===== src/rtl/apb_slave_mem_pkg.sv =====
// Shared APB definitions: bus widths, transfer direction, response codes and FSM states.
package apb_slave_mem_pkg;

  localparam int ADDRESS_WIDTH = 32;
  localparam int DATA_WIDTH    = 32;

  typedef enum logic {READ = 1'b0, WRITE = 1'b1} tx_type_e;

  typedef enum logic {OKAY = 1'b0, ERROR = 1'b1} slave_error_e;

  typedef enum logic [1:0] {
    IDLE       = 2'd0,
    SETUP      = 2'd1,
    WAIT_STATE = 2'd2,
    ACCESS     = 2'd3
  } apb_fsm_state_e;

endpackage


===== src/rtl/apb_slave_mem_array.sv =====
// Word storage with per-byte write enables and a combinational read port.
module apb_slave_mem_array #(
  parameter int DATA_WIDTH = 32,
  parameter int MEM_DEPTH  = 64,
  localparam int IW = $clog2(MEM_DEPTH),
  localparam int SW = DATA_WIDTH / 8
) (
  input  logic                  clk,
  input  logic                  rst,
  input  logic                  we,
  input  logic [IW-1:0]         addr,
  input  logic [DATA_WIDTH-1:0] wdata,
  input  logic [SW-1:0]         strb,
  output logic [DATA_WIDTH-1:0] rdata
);

  logic [DATA_WIDTH-1:0] mem [MEM_DEPTH];

  always_ff @(posedge clk or posedge rst) begin
    if (rst) begin
      for (int i = 0; i < MEM_DEPTH; i++) mem[i] <= '0;
    end else if (we) begin
      for (int b = 0; b < SW; b++)
        if (strb[b]) mem[addr][8*b +: 8] <= wdata[8*b +: 8];
    end
  end

  assign rdata = mem[addr];

endmodule


===== src/rtl/apb_slave_mem.sv =====
// APB completer backed by a small byte-strobed memory window at BASE_ADDR.
// Optional fixed wait states; a dropped select/enable during waiting aborts the transfer.
module apb_slave_mem #(
  parameter int                         ADDRESS_WIDTH = apb_slave_mem_pkg::ADDRESS_WIDTH,
  parameter int                         DATA_WIDTH    = apb_slave_mem_pkg::DATA_WIDTH,
  parameter logic [ADDRESS_WIDTH-1:0]   BASE_ADDR     = ADDRESS_WIDTH'(32'h0000_1000),
  parameter int                         MEM_DEPTH     = 64,
  parameter int                         WAIT_STATES   = 0
) (
  input  logic                      pclk,
  input  logic                      preset,
  input  logic                      pselx,
  input  logic                      penable,
  input  logic                      pwrite,
  input  logic [ADDRESS_WIDTH-1:0]  paddr,
  input  logic [DATA_WIDTH-1:0]     pwdata,
  input  logic [DATA_WIDTH/8-1:0]   pstrb,
  input  logic [2:0]                pprot,
  output logic [DATA_WIDTH-1:0]     prdata,
  output logic                      pready,
  output logic                      pslverr
);
  import apb_slave_mem_pkg::*;

  localparam int SW = DATA_WIDTH / 8;
  localparam int IW = $clog2(MEM_DEPTH);
  localparam int BW = $clog2(SW);
  localparam logic [ADDRESS_WIDTH-1:0] LAST_ADDR  = BASE_ADDR + ADDRESS_WIDTH'(MEM_DEPTH * SW - 1);
  localparam logic [ADDRESS_WIDTH-1:0] ALIGN_MASK = ADDRESS_WIDTH'(SW - 1);
  localparam logic [3:0]               WS         = 4'(WAIT_STATES);

  apb_fsm_state_e            state, state_nxt;
  logic [3:0]                cnt, cnt_nxt;
  tx_type_e                  dir_q;
  slave_error_e              err_q;
  logic [ADDRESS_WIDTH-1:0]  addr_q;
  logic [DATA_WIDTH-1:0]     wdata_q;
  logic [SW-1:0]             strb_q;
  logic [2:0]                prot_q;

  logic                      setup;
  logic                      err_now;
  logic [ADDRESS_WIDTH-1:0]  offset;
  logic [IW-1:0]             idx;
  logic                      we;
  logic [DATA_WIDTH-1:0]     rdata;
  logic                      unused_ok;

  assign setup   = pselx && !penable;
  assign err_now = (paddr < BASE_ADDR) || (paddr > LAST_ADDR) || ((paddr & ALIGN_MASK) != '0);

  always_ff @(posedge pclk or posedge preset) begin
    if (preset) begin
      state   <= IDLE;
      cnt     <= '0;
      dir_q   <= READ;
      err_q   <= OKAY;
      addr_q  <= '0;
      wdata_q <= '0;
      strb_q  <= '0;
      prot_q  <= '0;
    end else begin
      state <= state_nxt;
      cnt   <= cnt_nxt;
      if (state == IDLE && setup) begin
        dir_q   <= pwrite ? WRITE : READ;
        err_q   <= err_now ? ERROR : OKAY;
        addr_q  <= paddr;
        wdata_q <= pwdata;
        strb_q  <= pstrb;
        prot_q  <= pprot;
      end
    end
  end

  always_comb begin
    state_nxt = state;
    cnt_nxt   = cnt;
    case (state)
      IDLE: begin
        // An enable without a preceding setup cycle is not a transfer and is ignored.
        if (setup) begin
          if (WS == 4'd0) begin
            state_nxt = ACCESS;
          end else begin
            state_nxt = WAIT_STATE;
            cnt_nxt   = WS;
          end
        end
      end
      WAIT_STATE: begin
        if (pselx && penable) begin
          cnt_nxt = cnt - 4'd1;
          if (cnt == 4'd1) state_nxt = ACCESS;
        end else begin
          state_nxt = IDLE;
          cnt_nxt   = '0;
        end
      end
      ACCESS:  state_nxt = IDLE;
      default: state_nxt = IDLE;
    endcase
  end

  assign offset = addr_q - BASE_ADDR;
  assign idx    = offset[BW +: IW];
  assign we     = (state == ACCESS) && (dir_q == WRITE) && (err_q == OKAY);

  apb_slave_mem_array #(
    .DATA_WIDTH (DATA_WIDTH),
    .MEM_DEPTH  (MEM_DEPTH)
  ) u_array (
    .clk   (pclk),
    .rst   (preset),
    .we    (we),
    .addr  (idx),
    .wdata (wdata_q),
    .strb  (strb_q),
    .rdata (rdata)
  );

  assign pready  = (state == ACCESS);
  assign pslverr = (state == ACCESS) && (err_q == ERROR);
  assign prdata  = ((state == ACCESS) && (dir_q == READ) && (err_q == OKAY)) ? rdata : '0;

  // Protection bits are held for observability only; the offset is only partly needed as an index.
  assign unused_ok = ^{prot_q, offset};

endmodule


===== config.mk =====
export PLATFORM = sky130hd
export DESIGN_NAME = apb_slave_mem
export DESIGN_NICKNAME = d
export VERILOG_FILES = /design/src/rtl/apb_slave_mem_pkg.sv /design/src/rtl/apb_slave_mem_array.sv /design/src/rtl/apb_slave_mem.sv
export SDC_FILE = /design/constraint.sdc
export NUM_CORES = 2
export LEC_CHECK = 0
export CAP_MARGIN = 15
export CORE_MARGIN = 3
export CORE_UTILIZATION = 45
export CTS_CLUSTER_SIZE = 8
export DETAILED_ROUTE_END_ITERATION = 6
export GPL_TIMING_DRIVEN = 0
export PLACE_DENSITY_LB_ADDON = 0.12
export SKIP_CTS_REPAIR_TIMING = 1
export SYNTH_ARGS = -nofsm -noshare
export SYNTH_HDL_FRONTEND = slang
export SYNTH_SLANG_ARGS = --single-unit

===== constraint.sdc =====
create_clock -name pclk -period 63.5 [get_ports pclk]
set_clock_uncertainty 0.1 [all_clocks]
set_input_delay 9.525 -clock pclk [delete_from_list [all_inputs] [get_ports pclk]]
set_output_delay 9.525 -clock pclk [all_outputs]
set_load 0.02 [all_outputs]

# After elaboration in Yosys (flattened, before gate mapping)
# Index checks and enable logic that the tools add are counted.
# word_totals
ff_bits	2100
in_bits	76
output_inout_bits	34
word_cells	130
# classes
addsub	2
n_lt_le_gt_ge	4
n_eq_ne	5
mux	30
bitwise	3
n_reduce_logical	15
# op_table
op	count
$mux 2048	7
$bwmux 2048	4
$demux 32 s6	4
$bmux 32 s6	1
$mux 32	4
$gt 32x13->1 const B	1
$lt 32x13->1 const B	1
$reduce_bool 32->1	1
$mux 24	1
$mux 16	1
$logic_and 1x1->1	9
$mux 8	1
$sub 8x1->8 const B	1
$ge 7x7->1 const B	1
$lt 7x1->1 const B	1
$not 6->7	1
$mux 2	3
$eq 2x2->1 const B	2
$eq 4x1->1 const B	1
$mux 4	1
$pmux 2 s2	1
$sub 4x1->4 const B	1
$ne 3x3->1 const B	1
$logic_not 2->1	1
6 further kinds	9

# Longest topological paths before layout
# logic_depth
word_depth	17
depth_mapped	11
ltp_nobuf	5

# Modules after synthesis
# Synthesis repeated with hierarchy kept, for this count alone.
# unflattened
cells_unflattened	6554
hier_area_um2	94545.7
# by_module_without_submodules
module	instances	cells_per_inst	area_each_um2	seq_area_each_um2
apb_slave_mem_array	1	6411	92558.8	51249.2
apb_slave_mem	1	143	1986.9	1126.1

# Worst setup path after synthesis
# Ideal clock, no wire load.
# synth_timing
kind	register -> output
start	register addr_q[4]
end	output prdata[12]
arrival_ns	2.257
required_ns	53.875
setup_slack_ns	51.618
path_stages_with_launch	8
n_path_buf	2
path_cell_list	dfrtp_1 -> buf_4 -> buf_1 -> mux2i_1 -> o22ai_1 -> o31a_1 -> a2111o_1 -> o41a_1
# synth_between
elab_chain_len	6
# synth_rtl
item	line	source
start, declared	apb_slave_mem.sv:36	logic [ADDRESS_WIDTH-1:0] addr_q;
start signal, assigned	apb_slave_mem.sv:68	addr_q <= paddr;
$sub 8x1->8	apb_slave_mem.sv:105	assign offset = addr_q - BASE_ADDR;
$not 6->7 (not written as such)	apb_slave_mem_array.sv:28	assign rdata = mem[addr];
$bmux 32 s6	apb_slave_mem_array.sv:28	
$mux 32 (not written as such) (2 in a row)	apb_slave_mem_array.sv:28	
$mux 32	apb_slave_mem.sv:124	assign prdata = ((state == ACCESS) && (dir_q == READ) && (err_q == OKAY)) ? rdata : '0;
end, declared	apb_slave_mem.sv:19	output logic [DATA_WIDTH-1:0] prdata,
# Every way passes these cells. The select of a mux whose other input is x is not followed.

# Worst setup path after layout
# layout_timing
start	register addr_q[4]
end	output prdata[1]
# The elaborated chain is that of the path after synthesis.

==> results by stage <==
Status:
- The run finished, with violations left.
- The final reports fail on design-rule violations.

Floorplan:
- Row generation in the floorplan step produced 169 rows.
- For this design the top-level I/O count stands at 110.
- The initial core utilization is 45.42%.
- After floorplanning, the core was sized to cover 212,900 um2.
- The floorplan step set the die height to between 400 and 500 um.
- The chip width is 469.6 um.
- The die area is between 200,000 and 250,000 um2.

Global routing:
- The total global-route track usage is 29.57%.
- The total overflow left after global routing is 0.
- Entering global routing, the biggest net connects 46 pins.
- The first global-routing pass estimated roughly 470,000 um of wire.
- The via count of the first global-routing pass is 65,990.
- The initial antenna violation count is 19.

Timing:
- The max-slew violation count was 0.
- The final setup TNS is 0 ns.
- The actual transition at the worst max-transition pin is between 1 and 1.5 ns.
- Setup violations remaining at the end of the flow were counted as 0.
- The upper clock frequency limit is 62.52 MHz.
- The worst path uses 25.19% of the clock period.
- Setup repair after global routing left no endpoint under its margin.
- The final hold violation count is 0.
- The minimum clock period after layout is 15.99 ns.
- The worst slew slack as a fraction of its limit is 10.35%.
- Once routing completed, OpenROAD measured the worst setup slack at 47.51 ns.

Worst hold path:
- The min-delay analysis places its worst path in the category flop to flop.
- The number of cells on the worst hold path is 1.

Final layout:
- Leaving out fill and tap cells, the most frequent cell in the layout is dfrtp_1.
- The post-route netlist has 42.95% of its cells at a drive strength greater than 1.
- For this run, the post-layout net count is 7,539.
- The layout-stage area growth over the synthesis result is 14.40%.
- The final-layout fill cell count is approximately 18,000.
- The end-of-flow core utilization is 51.96%.
- Leaving out fill and tap cells, the most frequent cells in the layout are dfrtp_1, mux2_2, clkbuf_1.

Critical path:
- The highest net fanout along the worst path is 12.
- The family with the most delay on the worst path is buffers and inverters.
- The endpoint required time on the critical path is 53.87 ns.
- The buffers plus inverters on the worst setup path is 6.
- The worst setup path is launched from a flop.
- On the worst path, the slowest cell contributes a delay of between 1 and 1.5 ns.
- The sort of element at the end of the critical path is a primary output.
- The critical path's slowest cell is clkbuf_1.
- Walking the worst path, the cells encountered are buf_4 -> buf_4 -> buf_2 -> buf_2 -> clkbuf_1 -> nand2_1 -> a21oi_1 -> a311oi_1 -> a31oi_1 -> clkdlybuf4s50_1.
- The cell count of the worst reg-to-reg path is 7.
- The worst setup path is of the flop to primary output kind.
- The endpoint arrival time on the critical path is 6.37 ns.
- Counting buffers and inverters, the worst setup path is 10 cells deep.

Placed design:
- Input and output buffers added on the ports amount to 106.
- Routability-driven placement finished with a final weighted congestion of 0.9867.
- Detailed placement finished with a half-perimeter wire length of 254,900 um.
- Before CTS, the worst setup slack after placement is 48.80 ns.

Route:
- The detailed-route via count is ~62,000.
- The detail route stage leaves a number of antenna-violating nets equal to 0.
- Wires add up to about 330,000 um.
- The detailed-route vias per instance is 6.034.
- The number of design rule violations left after detail routing is 3.
- For this block, the initial DRC count from the detailed router was 4,946.
- After detailed routing, the average wire length per cell comes to 31.82 um.
- The first TritonRoute pass finished after 7 iterations.

Clock network:
- Clock-pin slew was measured on the worst setup and hold paths at ~0.050 ns.
- The clock insertion delay at the later pin of the skew report is 0.94 ns.
- The CTS tree is built.
- Counting along the longest clock path gives a buffer depth of 4.
- CTS built an H-tree with a depth of 5.
- The root buffer selected by CTS is clkbuf_16.
- The sink count of the clock tree is 2,093.
- The number of CTS-inserted buffers is between 300 and 400.

Logic synthesis:
- The mapped netlist covers 96,710 um2.
- For this run, asynchronously set or reset flops after synthesis account for 100.0%.
- Sequential elements use 54.16% of the synthesized area.
- The net count after synthesis is 7,051.
- The dominant synthesized flop cell is dfrtp_1.
- Counting flops with a built-in enable in the synthesized netlist gives 0.
- After synthesis the netlist holds a flip-flop and latch count of 2,093.
- Counting distinct cell types in the post-synthesis netlist gives 67.
- The Yosys step of the flow raised 0 warnings.
- The post-synthesis average cell area is ~14 um2.
- The count of mapped cells out of synthesis is between 6,000 and 7,000.

Power and ir drop:
- The leakage power is 50.57 nW.
- The total power per unit cell area is 29.41 nW/um2.
- VDD sags by at most 0.02935 mV.

Job:
- Across the run, the number of max-cap violations was 0.
[metrics by stage]
stage	instance area (um2)	instances	hold slack, ns	power (mW)
after CTS	110500	10300	0.3870	3.270
after global routing	110600	10300	0.3947	3.349
final	110600	10320	0.3836	3.254
after global placement	101300	9902	0.3627	1.814
after detailed placement	102500	9964	0.3755	1.821
after floorplan	96710	6975	0.3496	1.594
[power by group]
part	internal, mW	switching, mW	leakage, nW	total, mW
Sequential	1.34	0.00424	29.2	1.35
Clock	0.873	0.573	3.95	1.45
Combinational	0.0930	0.367	17.5	0.460
Total	2.31	0.945	50.6	3.25
[synth_stat cells, types with 24 or more instances]
| master | n | area (um2) |
|---|---|---|
| a2111o_1 | 29 | 326.6 |
| a21oi_1 | 184 | 920.9 |
| a221oi_1 | 129 | 1130 |
| a22oi_1 | 189 | 1419 |
| a31oi_1 | 35 | 219.0 |
| a41oi_1 | 30 | 262.8 |
| buf_1 | 63 | 236.5 |
| buf_2 | 146 | 730.7 |
| buf_4 | 28 | 210.2 |
| clkbuf_1 | 335 | 1257 |
| dfrtp_1 | 2093 | 52380 |
| mux2_1 | 32 | 360.4 |
| mux2_2 | 2058 | 23170 |
| mux2i_1 | 262 | 2623 |
| mux4_2 | 158 | 3558 |
| nand2_1 | 212 | 795.8 |
| nand2b_1 | 61 | 381.6 |
| nand3_1 | 122 | 610.6 |
| nor2_2 | 224 | 1401 |
| nor2_4 | 24 | 270.3 |
| o21ai_0 | 64 | 320.3 |
| o22a_1 | 64 | 560.5 |
| o22ai_1 | 65 | 406.6 |
| o31a_1 | 58 | 508.0 |
| o41a_1 | 29 | 326.6 |
| or3b_2 | 115 | 1007 |
[cell families after synthesis]
kind of cell           share of synthesized area (%)
AOI/OAI and AO/OA                              7.155
buffers and inverters                          2.692
DFF                                            54.16
muxes                                          30.73
and+or+nand+nor                                5.268
[layout make-up]
| type | count | area, um2 | area share (%) |
|---|---|---|---|
| buffer | 586 | 2594 | 2.344 |
| antenna | 18 | 45.04 | 0.04071 |
| tap | 2821 | 3530 | 3.190 |
| timing repair buffer | 174 | 2305 | 2.083 |
| clock buffer | 321 | 7915 | 7.154 |
| multi-input combinational | 4293 | 41740 | 37.72 |
| clock inverter | 10 | 123.9 | 0.1120 |
| sequential | 2093 | 52380 | 47.34 |
| inverter | 3 | 15.01 | 0.01357 |
[metal layers]
| metal | wire [um] | up-vias | global-route usage (%) |
|---|---|---|---|
| met4 | 12360 | 4 | 10.77 |
| met3 | 22400 | 506 | 7.181 |
| met2 | 151500 | 1884 | 46.56 |
| met5 | 376 | - | 0.4975 |
| li1 | - | 26730 | - |
| met1 | 141700 | 33140 | 39.77 |
[sequential cells by signal, summed over array words and instances (netlist names)]
register     count
strb_q           4
u_array.mem   2048
addr_q           6
dir_q            1
err_q            1
state            1
wdata_q         32
[worst paths after layout]
path / startpoint / endpoint / slack, ns
setup / recovery: addr_q[4] / prdata[1] / 47.51
hold / removal: u_array.mem[960] / u_array.mem[960] / 0.38
setup reg to reg: addr_q[4] / u_array.mem[691] / 59.15
hold reg to reg: u_array.mem[960] / u_array.mem[960] / 0.38
max in group asynchronous: preset / u_array.mem[1172] / 50.93
min in group asynchronous: preset / wdata_q[4] / 8.93
Power figures use the tool's default switching activity.
